**src/rtl/terminal_counter.sv**
```systemverilog
// terminal_counter
// Parametrised up/down counter with saturate or wrap behaviour at a
// configurable terminal value. Priority per edge: reset > clear > load > en.
// Every output is a register; there is no combinational input-to-output path.
module terminal_counter #(
  parameter int          WIDTH = 6,
  parameter int unsigned MAX   = 63,
  parameter bit          WRAP  = 1'b0
) (
  input  logic             clk,
  input  logic             reset,
  input  logic             en,
  input  logic             up,
  input  logic             clear,
  input  logic             load,
  input  logic [WIDTH-1:0] load_value,
  output logic [WIDTH-1:0] count,
  output logic             reached,
  output logic             tc
);

  // Largest value representable in WIDTH bits, computed wide so that
  // WIDTH=32 does not overflow the parameter check.
  localparam logic [63:0] COUNT_LIMIT = (64'd1 << WIDTH) - 64'd1;

  // Reject parameter sets that would let the count leave 0..MAX or
  // need a carry beyond WIDTH bits.
  generate
    if (WIDTH < 1 || WIDTH > 32) begin : g_bad_width
      $error("terminal_counter: WIDTH=%0d outside 1..32", WIDTH);
    end
    if (MAX == 0) begin : g_bad_max_zero
      $error("terminal_counter: MAX must be at least 1");
    end
    if (64'(MAX) > COUNT_LIMIT) begin : g_bad_max_range
      $error("terminal_counter: MAX=%0d does not fit in WIDTH=%0d bits", MAX, WIDTH);
    end
  endgenerate

  localparam logic [WIDTH-1:0] MAX_W = MAX[WIDTH-1:0];

  logic [WIDTH-1:0] count_reg;
  logic [WIDTH-1:0] count_next;
  logic             reached_reg;
  logic             reached_next;
  logic             tc_reg;
  logic             tc_next;

  logic [WIDTH-1:0] term_val;      // end we are counting toward
  logic [WIDTH-1:0] opp_val;       // end we wrap back to
  logic [WIDTH-1:0] step_val;      // count moved one step toward term_val
  logic [WIDTH-1:0] load_clamped;  // load_value limited to MAX
  logic             at_term;

  // Terminal and opposite ends are MAX or 0 depending on direction, so each
  // bit is simply the MAX bit gated by the direction.
  genvar gi;
  generate
    for (gi = 0; gi < WIDTH; gi++) begin : g_ends
      assign term_val[gi] = up & MAX_W[gi];
      assign opp_val[gi]  = ~up & MAX_W[gi];
    end
  endgenerate

  assign at_term = (count_reg == term_val);

  // Stepping is only used when count_reg differs from the terminal, so the
  // increment never passes MAX and the decrement never passes 0.
  assign step_val = up ? (count_reg + WIDTH'(1)) : (count_reg - WIDTH'(1));

  // Out-of-range loads clamp to MAX instead of being truncated.
  assign load_clamped = (load_value > MAX_W) ? MAX_W : load_value;

  // Next-state selection in priority order clear > load > en > hold.
  always_comb begin
    count_next = count_reg;
    tc_next    = 1'b0;
    if (clear) begin
      count_next = '0;
    end else if (load) begin
      count_next = load_clamped;
    end else if (en) begin
      if (at_term) begin
        // Parked at the terminal: saturate holds silently, wrap jumps
        // to the opposite end and flags the wrap event.
        if (WRAP) begin
          count_next = opp_val;
          tc_next    = 1'b1;
        end
      end else begin
        count_next = step_val;
        // In saturate mode the pulse marks arrival at the terminal.
        tc_next    = !WRAP && (step_val == term_val);
      end
    end
  end

  // reached is re-evaluated every edge against the direction sampled now,
  // so an idle direction change is reflected after the next edge.
  always_comb begin
    reached_next = (count_next == term_val);
  end

  // State registers with synchronous active-high reset.
  always_ff @(posedge clk) begin
    if (reset) begin
      count_reg   <= '0;
      reached_reg <= 1'b0;
      tc_reg      <= 1'b0;
    end else begin
      count_reg   <= count_next;
      reached_reg <= reached_next;
      tc_reg      <= tc_next;
    end
  end

  assign count   = count_reg;
  assign reached = reached_reg;
  assign tc      = tc_reg;

endmodule
```
**config.mk**
```make
export PLATFORM = sky130hd
export DESIGN_NAME = terminal_counter
export DESIGN_NICKNAME = d
export VERILOG_FILES = /design/src/rtl/terminal_counter.sv
export SDC_FILE = /design/constraint.sdc
export NUM_CORES = 1
export LEC_CHECK = 0
export CAP_MARGIN = 30
export CORE_MARGIN = 3
export CORE_UTILIZATION = 43
export DETAILED_ROUTE_END_ITERATION = 16
export GPL_ROUTABILITY_DRIVEN = 1
export PLACE_DENSITY = 0.71
export RECOVER_POWER = 25
export SYNTH_ARGS = -nofsm -noshare
export SYNTH_HDL_FRONTEND = slang
export SYNTH_SLANG_ARGS = --single-unit
```
**constraint.sdc**
```tcl
create_clock -name clk -period 2.4 [get_ports clk]
set_input_delay 0.24 -clock clk [delete_from_list [all_inputs] [get_ports clk]]
set_output_delay 0.24 -clock clk [all_outputs]
set_load 0.02 [all_outputs]
```
==> flow_metrics.env, run 1 <==
export IMPL_outcome="finished, final reports clean"
export IMPL_die_area_um2=2479
export IMPL_irDropWorstVdd_mv=0.3125
export IMPL_final_common_cell="buf_4"
export IMPL_crit_type="register to register"
export IMPL_dpl_instance_area_um2=1139
export IMPL_fp_row_count=15
export IMPL_hold_class="primary input to register"
export IMPL_clockPowerShare_pct=23.3
export IMPL_overflow=0
export IMPL_htree_num_levels=1
export IMPL_combinationalPowerShare_pct=46.5
export IMPL_yosysSeqAreaShare_pct=19.42
export IMPL_final_cell_area_um2=1313
export IMPL_period_needed_ns=2.310
export IMPL_drc=0
export IMPL_via_per_inst=6.329
export IMPL_die_x_um=49.79
export IMPL_clock_latency_ns=0.27
export IMPL_powerDensity_nw_per_um2=371.6
export IMPL_cts_root_buffer="clkbuf_4"
export IMPL_seq_power_share_pct=30.2
export IMPL_dp_hpwl_um=1812
export IMPL_hold_violations=0
export IMPL_grt_pass1_wl_um=3877
export IMPL_post_place_cells=152
export IMPL_avgRoutedWirePerCell_um=17.44
export IMPL_worst_ep_required_time_ns=2.60
export IMPL_utilization_pct=74.40
export IMPL_coreArea_um2=1764
export IMPL_grt_start_max_net_pins=12
export IMPL_synth_cell_area_um2=824.5
export IMPL_initial_core_util_pct=46.74
export IMPL_startpoint_type="register"
export IMPL_setup_viol=0
export IMPL_diodes=0
export IMPL_drt_wl_total_um=2755
export IMPL_tightest_slew_ns=0.6424
export IMPL_syn2layout_area_growth_pct=59.18
export IMPL_leakage_nw=0.4640
export IMPL_final_setup_skew_ns=0.009544
export IMPL_synth_cell_type_count=46
export IMPL_syn_num_nets=114
export IMPL_ctsLongestPathBuffers=2
export IMPL_clock_sinks=8
export IMPL_power_switching_mw=0.1849
export IMPL_relSlewSlack_pct=57.14
export IMPL_ant_nets=0
export IMPL_setup_ws_ns=0.08982
export IMPL_io_buffers=19
export IMPL_synth_edf_count=0
export IMPL_cts_hold_fix_buffers=0
export IMPL_cts_buffers=3
export IMPL_pre_cts_ws_ns=-0.1777
export IMPL_ys_seq_elements=8
export IMPL_stdcell_count=158
export IMPL_clk_pin_slew_worst_paths_ns=0.06
export IMPL_maxSlewViolCount=0
export IMPL_drt_iter0_markers=45
export IMPL_grt_pass1_vias=864
export IMPL_vias=1000
export IMPL_drive_gt1_share_pct=30.83
export IMPL_final_cell_mix="19 x buf_4, 14 x clkdlybuf4s50_1, 12 x nor2_1"
export IMPL_p_int_mw=0.3029
export IMPL_drtPass1Iterations=5
export IMPL_cts_tree="done"
export IMPL_cp_arrival_ns=2.51
export IMPL_grt_total_usage_pct=20.00
export IMPL_die_y_um=49.79
export IMPL_p_sw_share_pct=37.90
export IMPL_largest_reg_flops=6
export IMPL_end_kind="register"
export IMPL_fin_nets=152
export IMPL_fill_cells=133
export IMPL_syn_instance_count=97
export IMPL_p_total_mw=0.4878
export IMPL_fin_crit_sh_pct=96.26
export IMPL_syn_avg_cell_area_um2=8.500
export IMPL_ys_flop_type="dfxtp_1"
export IMPL_io_pins=20
export IMPL_maxCapViolCount=0
export IMPL_fmax_mhz=432.9
export IMPL_ys_warn_count=0
export IMPL_cp_max_fo=5
export IMPL_antenna_found_initial=0
export IMPL_async_reset_ff_share_pct=0
export IMPL_gp_congestion=0.8381
-- synthesized netlist by cell type (all sizes together) (2+ instances only) --
library cell	n	share of area, %
a211oi	2	2.4
a21oi	5	3.0
a22oi	2	1.8
buf	3	2.4
clkbuf	2	0.91
dfxtp	8	19
ha	4	6.1
inv	4	1.8
mux2i	2	2.4
nand2	2	0.91
nand3	2	1.2
nor2	12	5.5
nor2b	2	1.5
nor3	9	5.5
nor3b	4	3.6
nor4	2	2.3
nor4b	2	2.1
o21ai	3	1.8
o311ai	3	3.2
xor2	5	8.5
-- logic make-up (layout without fill, tap and decap cells) --
kind of cell / after synthesis / after routing / share of synthesized area (%)
AND/OR/NAND/NOR: 43 / 43 / 31.87
AO/OA/AOI/OAI: 24 / 24 / 23.07
buffers and inverters: 9 / 45 / 5.158
flip-flops: 8 / 8 / 19.42
XOR/XNOR: 6 / 6 / 9.562
adder cells (fa/ha/maj): 5 / 5 / 8.498
multiplexers: 2 / 2 / 2.428
-- timing repair --
action,in CTS,in global routing
setup endpoints to repair,0,1
gates resized for setup,0,19
setup buffers,0,3
-- power groups by stage --
stage	Sequential [mW]	Clock, mW	Combinational, mW
floorplan	0.157	0	0.0994
global placement	0.149	0	0.182
detailed placement	0.149	0	0.188
CTS	0.146	0.113	0.189
global route	0.148	0.120	0.241
finish	0.147	0.114	0.227
-- area by class of cell --
| cell class | instances | area (um2) | area share, % |
|---|---|---|---|
| multi-input cells | 80 | 744.5 | 56.72 |
| repair buffers | 38 | 335.3 | 25.55 |
| flip-flops and latches | 8 | 160.2 | 12.20 |
| well taps | 25 | 31.28 | 2.383 |
| clock buffers | 3 | 22.52 | 1.716 |
| inverters | 4 | 18.77 | 1.430 |
-- worst max-delay path, stage by stage, from the launching register on --
cell and delay, ns:
dfxtp_1 0.47, inv_1 0.12, fa_1 0.43, or2b_1 0.24, a21oi_1 0.16, xor2_1 0.34
and4_1 0.26, mux2i_1 0.08, nor3_1 0.14
-- worst paths after layout --
path / from / endpoint / slack, ns / cells after the start
max: count[1]$_SDFF_PP0_ / tc$_SDFF_PP0_ / 0.09 / 8
min: load_value[1] / count[1]$_SDFF_PP0_ / 0.63 / 3
max reg2reg: count[1]$_SDFF_PP0_ / tc$_SDFF_PP0_ / 0.09 / 8
min reg2reg: count[1]$_SDFF_PP0_ / count[1]$_SDFF_PP0_ / 0.74 / 3
-- layer usage --
layer / part of all wire (%) / track usage [%] / vias to the layer above
met5: 0 / 0 / -
met4: 3.6 / 5.991 / 0
met2: 48 / 32.38 / 73
li1: - / - / 445
met3: 8.4 / 5.740 / 17
met1: 40 / 25.51 / 465
-- stage by stage --
| stage | hold WS, ns | TNS, ns |
|---|---|---|
| 3_3_place_gp | 0.6869 | -0.06532 |
| 6_report | 0.6276 | 0 |
| 4_1_cts | 0.6257 | 0 |
| 3_5_place_dp | 0.6899 | -0.3797 |
| 5_1_grt | 0.6644 | -0.02604 |
| 2_1_floorplan | 0.3933 | 0 |
(Power assumes the default switching activity.)
==> run 2: changes to the inputs <==
CTS_CLUSTER_DIAMETER = 60   (was default)
==> results of run 2 <==
The final DEF is identical to that of run 1; final timing and power are the same.
==> run 3: changes to the inputs <==
RECOVER_POWER = 100   (was 25)
==> run 3 against run 2 <==
Effect of this change:
- cell count stayed put
- critical path depth increased by 2
- fmax down 0.34%
- global-route usage is the same
- final area is 0.67% lower
==> flow_metrics.env, run 3 (synthesis results as in run 1) <==
export IMPL_die_x_um=49.79
export IMPL_endpoint="reached$_SDFF_PP0_"
export IMPL_final_setup_skew_ns=0.01132
export IMPL_startpoint="up"
export IMPL_drt_iter0_markers=50
export IMPL_grt_total_usage_pct=20.00
export IMPL_diodes=0
export IMPL_outcome="finished, final reports clean"
export IMPL_drtPass1Iterations=5
export IMPL_ctsLongestPathBuffers=2
export IMPL_cts_tree="done"
export IMPL_final_cell_mix="19 x buf_4, 12 x nor2_1, 10 x clkdlybuf4s50_1"
export IMPL_post_place_cells=152
export IMPL_avgRoutedWirePerCell_um=17.25
export IMPL_ant_nets=0
export IMPL_overflow=0
export IMPL_clock_sinks=8
export IMPL_hp_start="load_value[1]"
export IMPL_fin_nets=152
export IMPL_cp_max_fo=7
export IMPL_multiInputGateArea_um2=735.7
export IMPL_grt_pass1_vias=864
export IMPL_maxCapViolCount=0
export IMPL_fmax_mhz=431.4
export IMPL_relSlewSlack_pct=55.90
export IMPL_drt_wl_total_um=2725
export IMPL_worst_ep_required_time_ns=2.54
export IMPL_via_per_inst=6.310
export IMPL_initial_core_util_pct=46.74
export IMPL_drc=0
export IMPL_end_kind="register"
export IMPL_clk_pin_slew_worst_paths_ns=0.07
export IMPL_cts_hold_fix_buffers=0
export IMPL_startpoint_type="primary input"
export IMPL_ff2ff_setup_slack_ns=0.10
export IMPL_stdcell_count=158
export IMPL_cp_arrival_ns=2.46
export IMPL_hold_violations=0
export IMPL_tightest_slew_ns=0.6610
export IMPL_fill_cells=136
export IMPL_grt_pass1_wl_um=3877
export IMPL_reg2regPathDepth=8
export IMPL_r2r_start="count[1]$_SDFF_PP0_"
export IMPL_leakage_nw=0.4775
export IMPL_coreArea_um2=1764
export IMPL_reg2reg_to="tc$_SDFF_PP0_"
export IMPL_crit_type="primary input to register"
export IMPL_clock_latency_ns=0.27
export IMPL_irDropWorstVdd_mv=0.3041
export IMPL_htree_num_levels=1
export IMPL_drive_gt1_share_pct=30.83
export IMPL_powerDensity_nw_per_um2=367.6
export IMPL_fin_crit_sh_pct=96.59
export IMPL_hold_class="primary input to register"
export IMPL_vias=997
export IMPL_die_area_um2=2479
export IMPL_die_y_um=49.79
export IMPL_io_pins=20
export IMPL_antenna_found_initial=0
export IMPL_maxSlewViolCount=0
export IMPL_dp_hpwl_um=1812
export IMPL_cts_buffers=3
export IMPL_fp_row_count=15
export IMPL_largest_reg_flops=6
export IMPL_syn2layout_area_growth_pct=58.12
export IMPL_regArea_um2=160.2
export IMPL_p_total_mw=0.4793
export IMPL_final_common_cell="buf_4"
export IMPL_gp_congestion=0.8381
export IMPL_period_needed_ns=2.318
export IMPL_cts_root_buffer="clkbuf_4"
export IMPL_setup_viol=0
export IMPL_grt_start_max_net_pins=12
export IMPL_io_buffers=19
==> run 3: cell types whose count changed in the layout (fill, tap and decap cells not counted) <==
cell             previous run  this run
clkdlybuf4s50_1            14        10
dlygate4sd3_1               4         8
nand4_2                     0         1
nand4_4                     1         0
==> run 3: power by group <==
part           internal (mW)  switching, mW
clock network         0.0577         0.0540
logic                  0.102          0.118
registers              0.139        0.00799
total                  0.299          0.180
==> run 3: metrics by stage <==
stage | area, um2 | TNS (ns) | util (%) | hold WS (ns) | setup slack (ns)
detailed placement | 1139 | -0.3797 | 64.54 | 0.6899 | -0.1777
CTS | 1161 | 0 | 65.82 | 0.6257 | 0.07217
floorplan | 824.5 | 0 | - | 0.3933 | 0.2469
global route | 1304 | -0.04551 | 73.90 | 0.6644 | -0.03935
finish | 1304 | 0 | 73.90 | 0.6421 | 0.08188
global placement | 1139 | -0.06532 | 64.54 | 0.6869 | -0.04549
==> run 3: layout make-up <==
type,count,share of cell area [%]
Multi-Input combinational cell,80,56.43
Timing Repair Buffer,38,25.72
Sequential cell,8,12.28
Tap cell,25,2.399
Clock buffer,3,1.727
Inverter,4,1.440
==> run 3: worst min path at each step <==
stage,endpoint,slack [ns],cells past startpoint
global route,count[1]$_SDFF_PP0_,0.66,3
global placement,count[1]$_SDFF_PP0_,0.69,3
detailed placement,count[1]$_SDFF_PP0_,0.69,3
CTS,count[1]$_SDFF_PP0_,0.63,3
floorplan,tc$_SDFF_PP0_,0.39,2
finish,count[1]$_SDFF_PP0_,0.64,3
==> run 3: what timing repair did <==
action                                  in CTS  in global routing
endpoints found under the setup margin       0                  1
buffers inserted                             0                  3
resized for setup                            0                 19
==> run 3: metal layers <==
metal / wire (um) / part of all wire [%] / up-vias / track usage [%]
met5: 0 / 0 / - / 0
met1: 1074 / 39 / 467 / 25.51
met3: 257 / 9.4 / 17 / 5.740
met2: 1287 / 47 / 69 / 32.38
met4: 106 / 3.9 / 0 / 5.991
li1: - / - / 444 / -
==> run 3: critical path: stages <==
cell and delay, ns:
dlymetal6s2s_1 0.15, clkinvlp_4 0.25, ha_4 0.36, nand4_2 0.33
buf_4 0.27, o21a_1 0.21, o311ai_1 0.35, a311oi_1 0.10
nand4bb_1 0.12, mux2i_1 0.07
